## src/rtl/mdu_pkg.sv

```systemverilog
// Shared definitions for the M-extension front-ends: datapath width,
// op codes and controller state encoding.
package mdu_pkg;

  localparam int XLEN = 64;
  localparam int OPW  = 3;

  localparam logic [OPW-1:0] MUL_OP_MUL    = 3'd0;
  localparam logic [OPW-1:0] MUL_OP_MULH   = 3'd1;
  localparam logic [OPW-1:0] MUL_OP_MULHSU = 3'd2;
  localparam logic [OPW-1:0] MUL_OP_MULHU  = 3'd3;
  localparam logic [OPW-1:0] MUL_OP_MULW   = 3'd4;

  typedef enum logic [1:0] {
    ST_IDLE  = 2'd0,
    ST_ISSUE = 2'd1,
    ST_WAIT  = 2'd2,
    ST_RESP  = 2'd3
  } mul_state_e;

endpackage

```

## src/rtl/mul_sign_fix.sv

```systemverilog
// Applies the sign correction to an unsigned 128-bit magnitude product and
// picks the architectural rd value for the op.
module mul_sign_fix
  import mdu_pkg::*;
(
  input  logic [2*XLEN-1:0] i_prod,
  input  logic              i_neg,
  input  logic [OPW-1:0]    i_op,
  output logic [XLEN-1:0]   o_result
);

  logic [2*XLEN-1:0] w_signed;

  always_comb begin
    w_signed = i_neg ? (~i_prod + 128'd1) : i_prod;
    case (i_op)
      MUL_OP_MUL:    o_result = w_signed[XLEN-1:0];
      MUL_OP_MULH,
      MUL_OP_MULHSU,
      MUL_OP_MULHU:  o_result = w_signed[2*XLEN-1:XLEN];
      MUL_OP_MULW:   o_result = {{32{w_signed[31]}}, w_signed[31:0]};
      default:       o_result = 64'd0;
    endcase
  end

endmodule

```

## src/rtl/mul_issue_ctrl.sv

```systemverilog
// RV64M multiply front-end: turns signed requests into magnitudes for the
// iterative unsigned multiplier, then fixes up sign and selects the result.
module mul_issue_ctrl
  import mdu_pkg::*;
(
  input  logic                clk,
  input  logic                rst,
  input  logic                i_flush,
  input  logic                i_in_valid,
  output logic                o_in_ready,
  input  logic [OPW-1:0]      i_in_op,
  input  logic [XLEN-1:0]     i_in_src1,
  input  logic [XLEN-1:0]     i_in_src2,
  output logic                o_out_valid,
  input  logic                i_out_ready,
  output logic [XLEN-1:0]     o_out_result,
  output logic                o_mul_req,
  output logic                o_mul_kill,
  output logic [XLEN-1:0]     o_mul_a,
  output logic [XLEN-1:0]     o_mul_b,
  input  logic                i_mul_ready,
  input  logic                i_mul_done,
  input  logic [2*XLEN-1:0]   i_mul_prod
);

  mul_state_e          r_state;
  logic [OPW-1:0]      r_op;
  logic                r_neg;
  logic [XLEN-1:0]     r_mul_a;
  logic [XLEN-1:0]     r_mul_b;
  logic [XLEN-1:0]     r_out_result;
  logic                r_out_valid;
  logic                r_mul_kill;

  logic                w_neg;
  logic [XLEN-1:0]     w_mag_a;
  logic [XLEN-1:0]     w_mag_b;
  logic                w_fast;
  logic                w_mul_req;
  logic [XLEN-1:0]     w_result;

  always_comb begin
    w_neg   = 1'b0;
    w_mag_a = i_in_src1;
    w_mag_b = i_in_src2;
    case (i_in_op)
      MUL_OP_MULH: begin
        w_neg   = i_in_src1[63] ^ i_in_src2[63];
        w_mag_a = i_in_src1[63] ? -i_in_src1 : i_in_src1;
        w_mag_b = i_in_src2[63] ? -i_in_src2 : i_in_src2;
      end
      MUL_OP_MULHSU: begin
        w_neg   = i_in_src1[63];
        w_mag_a = i_in_src1[63] ? -i_in_src1 : i_in_src1;
      end
      MUL_OP_MULW: begin
        w_mag_a = {32'd0, i_in_src1[31:0]};
        w_mag_b = {32'd0, i_in_src2[31:0]};
      end
      default: begin
        w_neg = 1'b0;
      end
    endcase
    w_fast = (i_in_op > MUL_OP_MULW) || (w_mag_a == 64'd0) || (w_mag_b == 64'd0);
  end

  // The start pulse must coincide with the multiplier reporting idle, so it
  // follows mul_ready combinationally while in ISSUE.
  assign w_mul_req    = (r_state == ST_ISSUE) && i_mul_ready;
  assign o_mul_req    = w_mul_req;
  assign o_in_ready   = (r_state == ST_IDLE);
  assign o_out_valid  = r_out_valid;
  assign o_out_result = r_out_result;
  assign o_mul_a      = r_mul_a;
  assign o_mul_b      = r_mul_b;
  assign o_mul_kill   = r_mul_kill;

  mul_sign_fix u_sign_fix (
    .i_prod   (i_mul_prod),
    .i_neg    (r_neg),
    .i_op     (r_op),
    .o_result (w_result)
  );

  always_ff @(posedge clk) begin
    if (rst) begin
      r_state      <= ST_IDLE;
      r_op         <= MUL_OP_MUL;
      r_neg        <= 1'b0;
      r_mul_a      <= 64'd0;
      r_mul_b      <= 64'd0;
      r_out_result <= 64'd0;
      r_out_valid  <= 1'b0;
      r_mul_kill   <= 1'b0;
    end else begin
      r_mul_kill <= 1'b0;
      if (i_flush) begin
        // Only abort the multiplier if it may have seen a start pulse.
        r_state     <= ST_IDLE;
        r_out_valid <= 1'b0;
        r_mul_kill  <= (r_state == ST_WAIT) || w_mul_req;
      end else begin
        case (r_state)
          ST_IDLE: begin
            if (i_in_valid) begin
              r_op    <= i_in_op;
              r_neg   <= w_neg;
              r_mul_a <= w_mag_a;
              r_mul_b <= w_mag_b;
              if (w_fast) begin
                r_out_result <= 64'd0;
                r_out_valid  <= 1'b1;
                r_state      <= ST_RESP;
              end else begin
                r_state <= ST_ISSUE;
              end
            end
          end
          ST_ISSUE: begin
            if (i_mul_ready) begin
              r_state <= ST_WAIT;
            end
          end
          ST_WAIT: begin
            if (i_mul_done) begin
              r_out_result <= w_result;
              r_out_valid  <= 1'b1;
              r_state      <= ST_RESP;
            end
          end
          ST_RESP: begin
            if (i_out_ready) begin
              r_out_valid <= 1'b0;
              r_state     <= ST_IDLE;
            end
          end
          default: begin
            r_out_valid <= 1'b0;
            r_state     <= ST_IDLE;
          end
        endcase
      end
    end
  end

endmodule
```

## config.mk

```make
export PLATFORM = sky130hd
export DESIGN_NAME = mul_issue_ctrl
export DESIGN_NICKNAME = d
export VERILOG_FILES = /design/src/rtl/mdu_pkg.sv /design/src/rtl/mul_sign_fix.sv /design/src/rtl/mul_issue_ctrl.sv
export SDC_FILE = /design/constraint.sdc
export NUM_CORES = 1
export LEC_CHECK = 0
export CAP_MARGIN = 5
export CORE_ASPECT_RATIO = 1.75
export CORE_MARGIN = 1.5
export CORE_UTILIZATION = 30
export CTS_CLUSTER_DIAMETER = 100
export CTS_CLUSTER_SIZE = 28
export DETAILED_ROUTE_END_ITERATION = 8
export HOLD_SLACK_MARGIN = 0.12
export SLEW_MARGIN = 20
export SYNTH_ARGS = -nofsm -noshare
export SYNTH_HDL_FRONTEND = slang
export SYNTH_SLANG_ARGS = --single-unit
```

## constraint.sdc

```tcl
create_clock -name clk -period 6.21 [get_ports clk]
set_input_delay 0.621 -clock clk [delete_from_list [all_inputs] [get_ports clk]]
set_output_delay 0.621 -clock clk [all_outputs]
set_load 0.1 [all_outputs]
```

# Word level (Yosys, flattened, before mapping)
# Cells that the tools add are included.
# Widths: inputs -> output; s select.
dict set report classes {
  muxes 22
  n_bitwise 3
  addsub 3
  n_reduce_logical 18
  order_cmp 1
  eq_ne 15
}
# op n
set op_table {}
lappend op_table {{$pmux 64 s2} 3}
lappend op_table {{$mux 64} 5}
lappend op_table {{$pmux 64 s3} 1}
lappend op_table {{$add 128x1->128 const B} 1}
lappend op_table {{$logic_not 64->1} 2}
lappend op_table {{$mux 128} 1}
lappend op_table {{$neg 64->64} 2}
lappend op_table {{$not 128->128} 1}
lappend op_table {{$mux 2} 5}
lappend op_table {{$reduce_and 5->1} 2}
lappend op_table {{$eq 3x2->1 const B} 3}
lappend op_table {{$ne 2x2->1 const B} 4}
lappend op_table {{$pmux 2 s4} 1}
lappend op_table {{$eq 3x1->1 const B} 2}
lappend op_table {{$eq 3x3->1 const B} 2}
lappend op_table {{$reduce_or 2->1} 3}
lappend op_table {{$eq 2x2->1 const B} 2}
lappend op_table {{$mux 1} 4}
lappend op_table {{$reduce_and 4->1} 1}
lappend op_table {{$gt 3x3->1 const B} 1}
lappend op_table {{$logic_not 3->1} 1}
lappend op_table {{$logic_or 1x1->1} 3}
lappend op_table {{$pmux 1 s3} 1}
lappend op_table {{$reduce_and 3->1} 1}
lappend op_table {{other kinds (10)} 10}
dict set report totals {
  reg_bits 200
  word_cells 70
  input_bits 266
  output_inout_bits 196
}

# Depth between registers and ports, before layout
dict set report depth {
  word_depth 9
  depth_mapped 18
  mapped_depth_nobuf 13
}

# By module
# A second synthesis with hierarchy kept.
dict set report unflattened {
  hier_cells 2349
  area_unflattened_um2 17345.4
}
# module instances cells_per_inst area_per_inst_um2 seq_area_each_um2
set modules_own_cells {}
lappend modules_own_cells {mul_issue_ctrl 1 1670 12917.4 4003.8}
lappend modules_own_cells {mul_sign_fix 1 679 4428.0 0.0}

# Worst setup path before layout
# Ideal clock, no wire load.
dict set report synth_timing {
  path_type {input to register}
  startpoint {input i_in_src1[26]}
  endpoint {register r_out_result[56] (netlist: o_out_result[56])}
  t_required_ns 6.087
  path_slack_ns 1.405
  n_path_buf 3
  arrival_time_ns 4.682
  setup_ns 0.123
  cell_stages 14
  path_cell_list {or4_4 or4_1 clkbuf_2 or4_4 o31ai_4 mux2i_1 or4_1 or4_1 nor4_1 a211o_1 buf_4 nand2_2 buf_6 mux2_1}
}
dict set report synth_via {
  elab_chain_cells 8
}
# item line_no
set synth_lines {}
lappend synth_lines {{start, declared} mul_issue_ctrl.sv:12} ;# input logic [XLEN-1:0] i_in_src1,
lappend synth_lines {{$neg 64->64} {mul_issue_ctrl.sv:49, mul_issue_ctrl.sv:54}}
lappend synth_lines {{$mux 64} {mul_issue_ctrl.sv:49, mul_issue_ctrl.sv:54}}
lappend synth_lines {{$pmux 64 s2 (*)} mul_issue_ctrl.sv:46} ;# case (i_in_op)
lappend synth_lines {{$logic_not 64->1 (*)} mul_issue_ctrl.sv:64} ;# w_fast = (i_in_op > MUL_OP_MULW) || (w_mag_a == 64'd0) || (w_mag_b == 64'd0);
lappend synth_lines {{$logic_or 1x1->1 (*) (2 in a row)} mul_issue_ctrl.sv:64}
lappend synth_lines {{$ne 2x1->1 (no source line) (*)} --}
lappend synth_lines {{$reduce_and 5->1 (no source line) (*)} --}
lappend synth_lines {{end signal, assigned} mul_issue_ctrl.sv:126} ;# r_out_result <= w_result;
lappend synth_lines {{end, declared} mul_issue_ctrl.sv:31} ;# logic [XLEN-1:0] r_out_result;
# Mark *: on every way between the ends. The rest lies on a longest branch, timed or not.
# A chain may end at the register's enable or synchronous reset.

# Final worst setup path
dict set report layout_timing {
  startpoint {input i_in_src1[23]}
  endpoint {register r_out_result[7] (netlist: o_out_result[7])}
}
# Same word-level chain as after synthesis.

==> metrics <==
Worst Setup SP i_in_src1[23]; Leak 7.20 nW; initial antenna violation count 14; row count 110; MaxCap Viol Count 0; Final Max Slew Viols 0; Via Count around 18000; hold crit path type reg -> reg; R2R Path Start r_state[0]$_SDFFE_PP0P_; Layout Area Growth over Synthesis 38.9%; final hold violations 0; Die ar. around 0.053 mm^2; clock period minus worst slack about 5600 ps; DRT Pass-1 Iters 6; core area between 0.05 and 0.06 mm^2; postcts setup bufs 0; crit start category input port; largest net degree at the start of global routing 155; Slew @ Worst Pin between 1000 and 1500 ps; most frequent cells after synthesis nand2_1 (258), nor2_1 (253), dfxtp_1 (200); via/cell ratio 5.74; Routed WL a little over 80000 um; final hold slack about 460 ps; Post-Synthesis Cells 2129; Top Layer Used met5; clock latency on the worst-skew pair approximately 460 ps; DR WL met3 4880 um; Layout Nets 2798; Post-Syn Area 0.0155 mm^2; Required @ worst endpoint 6550 ps; leading cell type by number of instances after synthesis nand2_1; Port Buffers 461; top post-synthesis cells by area dfxtp_1 (26%), xor2_1 (6.3%), nand2_1 (6.2%); FMAX 0.180 GHz; clock buffer count from CTS 17; RSZ-0062 raised after global routing no; fin crit share 89.4%; Root Buffer clkbuf_16; DRT iter0 DRCs 1392; DP Wirelength roughly 65000 um; Yosys cell types 75; top_reg_cell synth dfxtp_1; power per cell area 195 mW/mm^2; post-CTS sizing 0; post-synth top area share 25.8%; clock sink count 200; Sum Neg Setup Slack 0 ps; die width 175 um; Worst setup EP type flop; status finished clean; Final setup viols 0; Mapped Avg Cell Area approximately 7.3 um^2; CP Class in -> reg; gp weighted congestion a little under 1; CTS tree done; Post-synth EDFFs 0; clock slew at reported path FFs 70 ps; fill count 5367; area leader, netlist dfxtp_1; global-route wire length before repair about 120000 um; post-route ant nets 0; share of cells above drive strength 1 5.64%; height of the die 304 um; Slew HR 19.3%; Initial Utilization 30.2%; I/O pins 462; H-tree depth 4; Post-route DRC 0; fraction of registers with async set/reset 0%; Synthesis Warnings 0; total global-route track usage 29.5%; skew final 11.0 ps; number of global-route vias before repair 18100; Critical Path AT 5890 ps; hold-fix buffer count after cts 0; DR WL/cell 25.2 um; Seq cells post-synth 200; grt ovf 0; CP Max Fanout 17; met1 WL 27600 um; sequential-to-total area share from yosys stat 25.8%; met2 wire length 42700 um; HP Start o_mul_a[40]$_SDFFE_PP0P_; syn_nets 2404; VDD IR max 0.000161 V; clk buf depth 2
stage by stage:
| step | instances | utilization, % | area [um^2] | setup slack [ps] | power [mW] |
|---|---|---|---|---|---|
| 2_1_floorplan | 2129 | - | 15500 | 1400 | 2.43 |
| 3_3_place_gp | 3176 | 40.8 | 21000 | 294 | 3.04 |
| 3_5_place_dp | 3176 | 40.8 | 21000 | 228 | 3.04 |
| 4_1_cts | 3206 | 42.0 | 21500 | 700 | 4.24 |
| 5_1_grt | 3211 | 42.0 | 21600 | 532 | 4.36 |
| 6_report | 3212 | 42.0 | 21600 | 659 | 4.21 |
where the power goes:
group	internal [mW]	switching, mW
clock	0.643	0.544
sequential	1.36	0.0443
combinational	0.503	1.12
routing by layer:
| metal | track usage [%] | up-vias |
|---|---|---|
| met5 | 0 | - |
| met4 | 18.7 | 16 |
| met3 | 5.46 | 207 |
| met2 | 55.7 | 863 |
| met1 | 29.0 | 8697 |
| li1 | - | 8668 |
final timing paths:
kind	end	slack, ps	cells after the start
worst max-delay path	o_out_result[7]$_SDFFE_PP0P_	660	13
worst max register to register	o_out_result[0]$_SDFFE_PP0P_	3180	8
worst min register to register	o_mul_a[40]$_SDFFE_PP0P_	460	2
worst min-delay path	o_mul_a[40]$_SDFFE_PP0P_	460	2
sequential cells by signal, indices dropped and copies added (netlist names):
register      cells
o_mul_a          64
o_mul_b          64
o_out_result     64
r_op              3
r_state           2
o_mul_kill        1
o_out_valid       1
r_neg             1
cell type report:
| class | instances | area [um^2] | share of cell area, % |
|---|---|---|---|
| Antenna cell | 6 | 15.0 | 0.0696 |
| Clock buffer | 19 | 443 | 2.05 |
| Clock inverter | 11 | 149 | 0.690 |
| Inverter | 24 | 90.1 | 0.418 |
| Multi-Input combinational cell | 1750 | 10800 | 50.3 |
| Sequential cell | 200 | 4010 | 18.6 |
| Tap cell | 672 | 841 | 3.90 |
| Timing Repair Buffer | 530 | 5170 | 24.0 |
cell usage in the layout, fill, tap and decap left out, drive strengths merged, types with 13 or more instances in the layout:
cell type	count
inv	26
nand3	40
nor2	253
o31ai	55
mux2	18
o22ai	28
buf	72
nor4	62
clkdlybuf4s50	458
o41ai	40
a311oi	17
xor2	111
nor3	118
mux2i	84
or4	39
nand4	26
o21ai	108
nand2b	13
a211oi	79
xnor2	73
or2	13
or3	43
a31oi	18
a21oi	86
nor2b	18
clkbuf	19
dfxtp	200
nand2	259
worst max-delay path, stage by stage:
cell	delay (ps)
clkdlybuf4s50_1	550
or4_4	500
or4_1	680
or4_4	650
o31ai_4	210
mux2i_1	130
or4_1	500
or4_1	520
nor4_1	510
a211o_1	220
nand2_2	320
buf_12	330
mux2i_1	120
logic make-up (layout without fill, tap and decap cells):
group | Yosys count | count (layout) | synth area share, %
and+or+nand+nor | 935 | 935 | 29.0
adders and majority gates | 9 | 9 | 0.725
xor gates and xnor gates | 184 | 184 | 10.4
AOI/OAI and AO/OA | 520 | 520 | 22.8
buffers and inverters | 179 | 584 | 4.62
DFF | 200 | 200 | 25.8
muxes | 102 | 102 | 6.72
other | 0 | 6 | 0
Note: power is estimated with default switching activity, not from simulation.
